[src/rtl/alu_cmd_ctrl.sv]
// Command front-end for a registered ALU: latches one command, strobes the ALU,
// then streams the double-width result low byte first. Optional WAIT timeout via ALU_CMD_TIMEOUT_EN.
//
// state   | meaning
// IDLE    | ready for a command (CMD_READY=1 except in the cycle after a reset edge)
// ISSUE   | single-cycle ALU_EN strobe with the latched command
// WAIT    | waiting for ALU_OUT_VALID; optionally bounded to 8 cycles
// SEND_LO | TX_DATA = result low half, held until TX_READY
// SEND_HI | TX_DATA = result high half, held until TX_READY
module alu_cmd_ctrl #(
    parameter int OPER_WIDTH = 8,
    parameter int OUT_WIDTH  = 2 * OPER_WIDTH
) (
    input  logic                  CLK,
    input  logic                  RST,
    input  logic                  CMD_VALID,
    output logic                  CMD_READY,
    input  logic [3:0]            CMD_FUN,
    input  logic [OPER_WIDTH-1:0] CMD_A,
    input  logic [OPER_WIDTH-1:0] CMD_B,
    output logic                  ALU_EN,
    output logic [3:0]            ALU_FUN,
    output logic [OPER_WIDTH-1:0] ALU_A,
    output logic [OPER_WIDTH-1:0] ALU_B,
    input  logic [OUT_WIDTH-1:0]  ALU_OUT,
    input  logic                  ALU_OUT_VALID,
    output logic [OPER_WIDTH-1:0] TX_DATA,
    output logic                  TX_VALID,
    input  logic                  TX_READY,
    output logic                  BUSY,
    output logic                  ERR
);

    typedef enum logic [2:0] {
        S_IDLE,
        S_ISSUE,
        S_WAIT,
        S_SEND_LO,
        S_SEND_HI
    } state_t;

    state_t                  state;
    state_t                  state_nxt;
    logic                    rst_q;
    logic [3:0]              fun_q;
    logic [OPER_WIDTH-1:0]   a_q;
    logic [OPER_WIDTH-1:0]   b_q;
    logic [OUT_WIDTH-1:0]    result_q;
    logic                    accept;
    logic                    timeout;

    // rst_q keeps CMD_READY low for the cycle that follows a reset edge
    always_ff @(posedge CLK) begin
        rst_q <= RST;
    end

    assign accept = (state == S_IDLE) && !rst_q && CMD_VALID;

    always_ff @(posedge CLK) begin
        if (RST) begin
            state <= S_IDLE;
        end else begin
            state <= state_nxt;
        end
    end

    always_ff @(posedge CLK) begin
        if (RST) begin
            fun_q <= '0;
            a_q   <= '0;
            b_q   <= '0;
        end else if (accept) begin
            fun_q <= CMD_FUN;
            a_q   <= CMD_A;
            b_q   <= CMD_B;
        end
    end

    always_ff @(posedge CLK) begin
        if (RST) begin
            result_q <= '0;
        end else if ((state == S_WAIT) && ALU_OUT_VALID) begin
            result_q <= ALU_OUT;
        end
    end

`ifdef ALU_CMD_TIMEOUT_EN
    logic [2:0] wait_cnt;
    logic       err_q;

    assign timeout = (state == S_WAIT) && !ALU_OUT_VALID && (wait_cnt == 3'd0);

    // Down-counter reloads outside WAIT so every WAIT entry gets the full 8 cycles
    always_ff @(posedge CLK) begin
        if (RST) begin
            wait_cnt <= 3'd0;
            err_q    <= 1'b0;
        end else begin
            err_q <= timeout;
            if (state != S_WAIT) begin
                wait_cnt <= 3'd7;
            end else if (!ALU_OUT_VALID) begin
                wait_cnt <= wait_cnt - 3'd1;
            end
        end
    end

    assign ERR = err_q;
`else
    assign timeout = 1'b0;
    assign ERR     = 1'b0;
`endif

    always_comb begin
        state_nxt = state;
        case (state)
            S_IDLE:    if (!rst_q && CMD_VALID) state_nxt = S_ISSUE;
            S_ISSUE:   state_nxt = S_WAIT;
            S_WAIT: begin
                if (ALU_OUT_VALID) begin
                    state_nxt = S_SEND_LO;
                end else if (timeout) begin
                    state_nxt = S_IDLE;
                end
            end
            S_SEND_LO: if (TX_READY) state_nxt = S_SEND_HI;
            S_SEND_HI: if (TX_READY) state_nxt = S_IDLE;
            default:   state_nxt = S_IDLE;
        endcase
    end

    always_comb begin
        CMD_READY = 1'b0;
        ALU_EN    = 1'b0;
        TX_VALID  = 1'b0;
        TX_DATA   = '0;
        BUSY      = 1'b1;
        case (state)
            S_IDLE: begin
                CMD_READY = !rst_q;
                BUSY      = 1'b0;
            end
            S_ISSUE:   ALU_EN = 1'b1;
            S_SEND_LO: begin
                TX_VALID = 1'b1;
                TX_DATA  = result_q[OPER_WIDTH-1:0];
            end
            S_SEND_HI: begin
                TX_VALID = 1'b1;
                TX_DATA  = result_q[OUT_WIDTH-1:OPER_WIDTH];
            end
            default: ;
        endcase
    end

    assign ALU_FUN = fun_q;
    assign ALU_A   = a_q;
    assign ALU_B   = b_q;

endmodule

[config.mk]
export PLATFORM = sky130hd
export DESIGN_NAME = alu_cmd_ctrl
export DESIGN_NICKNAME = d
export VERILOG_FILES = /design/src/rtl/alu_cmd_ctrl.sv
export SDC_FILE = /design/constraint.sdc
export NUM_CORES = 1
export LEC_CHECK = 0
export CAP_MARGIN = 40
export CORE_MARGIN = 2
export CORE_UTILIZATION = 55
export CTS_CLUSTER_SIZE = 30
export DETAILED_ROUTE_END_ITERATION = 7
export DONT_BUFFER_PORTS = 1
export PLACE_DENSITY = 0.73
export SYNTH_ARGS = -nofsm -noshare
export SYNTH_HDL_FRONTEND = slang
export SYNTH_SLANG_ARGS = --single-unit
[constraint.sdc]
create_clock -name CLK -period 1.5 [get_ports CLK]
set_input_delay 0.45 -clock CLK [delete_from_list [all_inputs] [get_ports CLK]]
set_output_delay 0.45 -clock CLK [all_outputs]
set_load 0.01 [all_outputs]
Word level (Yosys, flattened, before mapping)
Index checks and enable logic that the tools add are counted.
- bits in registers: 40
- input port bits: 41
- word-level logic and storage cells: 32
- equality and inequality tests: 8
- multiplexer cells: 10
- reduce and logical (&&, ||, !) cells: 8
- operator list (kind ; number):
    case mux 8 bit (2 select lines) ; 1
    case mux 3 bit (5 select lines) ; 1
    two-way mux 3 bit ; 4
    equality test 3 x 2 -> 1 bit, second input constant ; 2
    inequality test 2 bit, second input constant ; 3
    logical AND 1 bit ; 4
    two-way mux 1 bit ; 4
    AND reduction 4 bit ; 1
    equality test 3 x 1 -> 1 bit, second input constant ; 1
    equality test 3 bit, second input constant ; 1
    zero test 3 bit ; 1
    inequality test 2 x 1 -> 1 bit, second input constant ; 1
    OR reduction 2 bit ; 1
    zero test 1 bit ; 1

Longest topological paths before layout
- depth after elaboration: 4
- mapped depth: 6

Worst setup path before layout
No wires, ideal clock.
- kind: register to output
- start: register state[0]
- end: output TX_DATA[0]
- arrival time: 1.106 ns
- setup slack: -0.056 ns
- cell stages (with the launch flop): 4
- path buffers: 1
- path through: dfxtp_1 > buf_2 > nor3b_2 > a22o_1
- longest elaborated chain between the ends: 2
- ends and longest elaborated chain (what ; line ; source):
    start, declared ; 42 ; state_t state;
    start signal, assigned ; 63 ; state <= state_nxt;
    equality test 3 bit or equality test 3 x 2 -> 1 bit (tied branches) ; 138 ; case (state)
    case mux 8 bit (2 select lines) (*) ; 138 ;
    end, declared ; 27 ; output logic [OPER_WIDTH-1:0] TX_DATA,
Every way passes the cells marked *; elsewhere a longest branch is shown, timed or not.

Worst setup path after layout
- start: register state[2]
- end: output TX_VALID
- longest elaborated chain between the ends: 3
- ends and longest elaborated chain (what ; line ; source):
    equality test 3 bit or equality test 3 x 2 -> 1 bit (tied branches) ; 138 ;
    OR reduction 2 bit (no source line) (*) ; n/a ;
    two-way mux 1 bit (*) ; 138 ;
    end, declared ; 28 ; output logic TX_VALID,
Marked as above.

==> reports/metrics.cfg <==
[clock_tree]
clk_latency_ps = 340
cts_buffers = 5
h-tree-depth = 2
cts_tree = yes
clkSlewWorstSetupHoldPaths_ps = 110
cts_hold_buf = 0
cts_buffer_depth = 2
root_buffer = clkbuf_4
cts.sinks = 40

[synth]
syn_inst = 196
ys_ff_latch = 40
ys_warn_count = 0
netlist_area_sq_um = 1760
yosysUniqueCellTypes = 29
syn_avg_cell_area_sq_um = 8.98
synth_fp_nets = 237
ys_seq_area_frac = 0.455

[floorplan]
initial_core_util = 0.576
fp-row-count = 20
die_h_um = 60.6
die_x_um = 60.6
core_sq_um = 3050
io_pins = 74
die_area_sq_um = 3670

[layout]
diodes = 0
seqCellArea_sq_um = 812
multiInputGateArea_sq_um = 921
fillers = 267
nNetsFinal = 236
stdcell_area_sq_um = 1970
drive_above_1_share = 0.185
syn_to_final_growth_pct = 12.1
fin_cells = 239

[global_route]
grt.total_usage = 0.206
grt_pass1_wl_um = 5580
antenna_found_initial = 0
grt_max_degree = 61
grt_pass1_vias = 1228
grt-ovfl-total = 0

[sta]
max_freq_ghz = 0.565
fin_ws_ps = -271
drv_slew = 0
fin_skew_ps = 8.49
layout_min_cycle_time_ps = 1770
rsz0062_at_grt = true
hold_violations = 0
final-setup-viol-count = 12
finalCritPeriodShare = 1.18

[setup_path]
worst_ep_arrival_time_ps = 1320
cp-end-kind = output port
worstSetupPathType = flop to output port
worstPathRequired_ps = 1050
crit_fanout = 10
startpoint_type = flop

[placed_design]
place.gp.congestion = 0.685
place_hpwl_um = 2520
place_inst = 231
dpl_cell_area_sq_um = 1810
io_buffers = 0

[worst_hold_path]
hold_path.class = input port to flop

[outcome]
failed_checks = setup timing
status = complete, but fails checks

[power_and_ir_drop]
sequentialPowerShare = 0.607
internal-power_uw = 1430
p_comb_frac = 0.135
powerDensity_nw_per_um2 = 993
switching_power_uw = 526
vdd_drop_max_mv = 0.772
switching_share = 0.269
p_leak_uw = 0.000691
clkPwrFrac = 0.258

[run]
cap_violations = 0

[route]
vias_per_cell = 5.79
ant_nets = 0
vias = 1384
drt_wl_total_um = 3820
drc = 0
first_iter_violations = 120
dr.pass1.iters = 4
wl_per_cell_um = 16.0

==> final cells by class <==
cell class,instances,share of cell area
Multi-Input combinational cell,135,0.467
Sequential cell,40,0.412
Timing Repair Buffer,13,0.0698
Tap cell,44,0.0279
Clock buffer,6,0.0209
Clock inverter,1,0.00254
==> metrics by stage <==
step | hold WS (ps) | setup WS [ps] | util | power, uW | setup TNS, ps
detailed placement | 440 | -19.0 | 0.592 | 1450 | -50.4
global route | 98.8 | -320 | 0.646 | 2050 | -3530
finish | 130 | -271 | 0.646 | 1960 | -2900
floorplan | 436 | 21.4 | - | 1410 | 0
global placement | 439 | 54.6 | 0.592 | 1430 | 0
CTS | 118 | -276 | 0.635 | 1960 | -2980
==> critical path, stage by stage (launching register included) <==
cell and delay (ps):
dfxtp_4 390, and3b_1 200, buf_6 150, or2_4 240
==> flip-flops by register name, indices dropped and copies added, names as in the netlist <==
register and flops:
result_q 16, ALU_A 8, ALU_B 8, ALU_FUN 4
state 3, rst_q 1
==> cells in the final DEF, fill, tap and decap left out <==
cell and instances:
nand2b_1 21, nor2_1 2, mux2i_1 1, a31oi_1 1, nor3b_1 1, clkbuf_4 5, dfxtp_1 37, conb_1 1
dfxtp_4 3, a22o_4 8, nor4_4 1, buf_6 4, nand4bb_1 1, clkbuf_1 1, a2111oi_1 1, nand2_1 32
a2111oi_0 1, nor3b_2 1, o21ai_0 20, buf_4 7, or2_4 1, nor3b_4 1, nand4b_1 20, or3_4 1
buf_12 2, clkinv_2 1, o21ai_1 1, a21oi_1 16, and2_1 1, and4bb_4 1, and3b_1 1
==> repair_timing <==
| item | 4_1_cts | 5_1_grt |
|---|---|---|
| pin swaps | 1 | 0 |
| endpoints found under the setup margin | 23 | 23 |
| gates cloned | 0 | 0 |
| buffers inserted | 1 | 0 |
| gates resized for setup | 17 | 5 |
==> synth_stat cells <==
| library cell | n | area, sq um |
|---|---|---|
| mux2i_1 | 1 | 10.0 |
| nor3b_1 | 2 | 15.0 |
| a21oi_1 | 16 | 80.1 |
| buf_6 | 2 | 22.5 |
| and3b_1 | 1 | 8.76 |
| or3_1 | 1 | 6.26 |
| buf_8 | 1 | 15.0 |
| nand2_1 | 32 | 120 |
| buf_2 | 4 | 20.0 |
| buf_4 | 5 | 37.5 |
| nand4b_1 | 20 | 175 |
| and4bb_1 | 1 | 12.5 |
| nand2b_1 | 21 | 131 |
| and2_1 | 1 | 6.26 |
| conb_1 | 1 | 3.75 |
| nand4bb_1 | 1 | 11.3 |
| clkbuf_1 | 8 | 30.0 |
| clkbuf_2 | 1 | 5.00 |
| a2111oi_0 | 1 | 8.76 |
| or2_2 | 1 | 6.26 |
| o21ai_1 | 1 | 5.00 |
| nor4_4 | 1 | 21.3 |
| nor3b_2 | 1 | 12.5 |
| a2111oi_1 | 1 | 10.0 |
| o21ai_0 | 20 | 100 |
| dfxtp_1 | 40 | 801 |
| a22o_1 | 8 | 70.1 |
| nor2_1 | 2 | 7.51 |
| a31oi_1 | 1 | 6.26 |
==> power groups by stage <==
stage               sequential (uW)  combinational, uW  clock (uW)
CTS                            1190                259         512
global placement               1200                227           0
detailed placement             1210                239           0
global route                   1200                290         562
floorplan                      1190                218           0
finish                         1190                264         505
==> path summary, 6_finish.rpt <==
kind	from	to	slack [ps]	cells after the start
max	state[2]	TX_VALID	-270	3
min	RST	rst_q	130	0
max reg2reg	state[0]	result_q[4]	110	5
min reg2reg	result_q[7]	result_q[7]	470	2
==> cells by family (layout without fill, tap and decap cells) <==
kind of cell    after synthesis  after routing  synth area share
compound gates               48             48             0.159
flops                        40             40             0.455
buf+inv                      21             20            0.0740
mux                           1              1           0.00569
simple gates                 85             85             0.304
other cells                   1              1           0.00213
==> layer usage <==
metal,vias to the layer above,routed length [um],GRT usage
met5,-,0,0
li1,681,-,-
met4,0,56,0.0839
met2,54,1900,0.359
met3,7,312,0.0576
met1,642,1550,0.238
(Power assumes the default switching activity.)
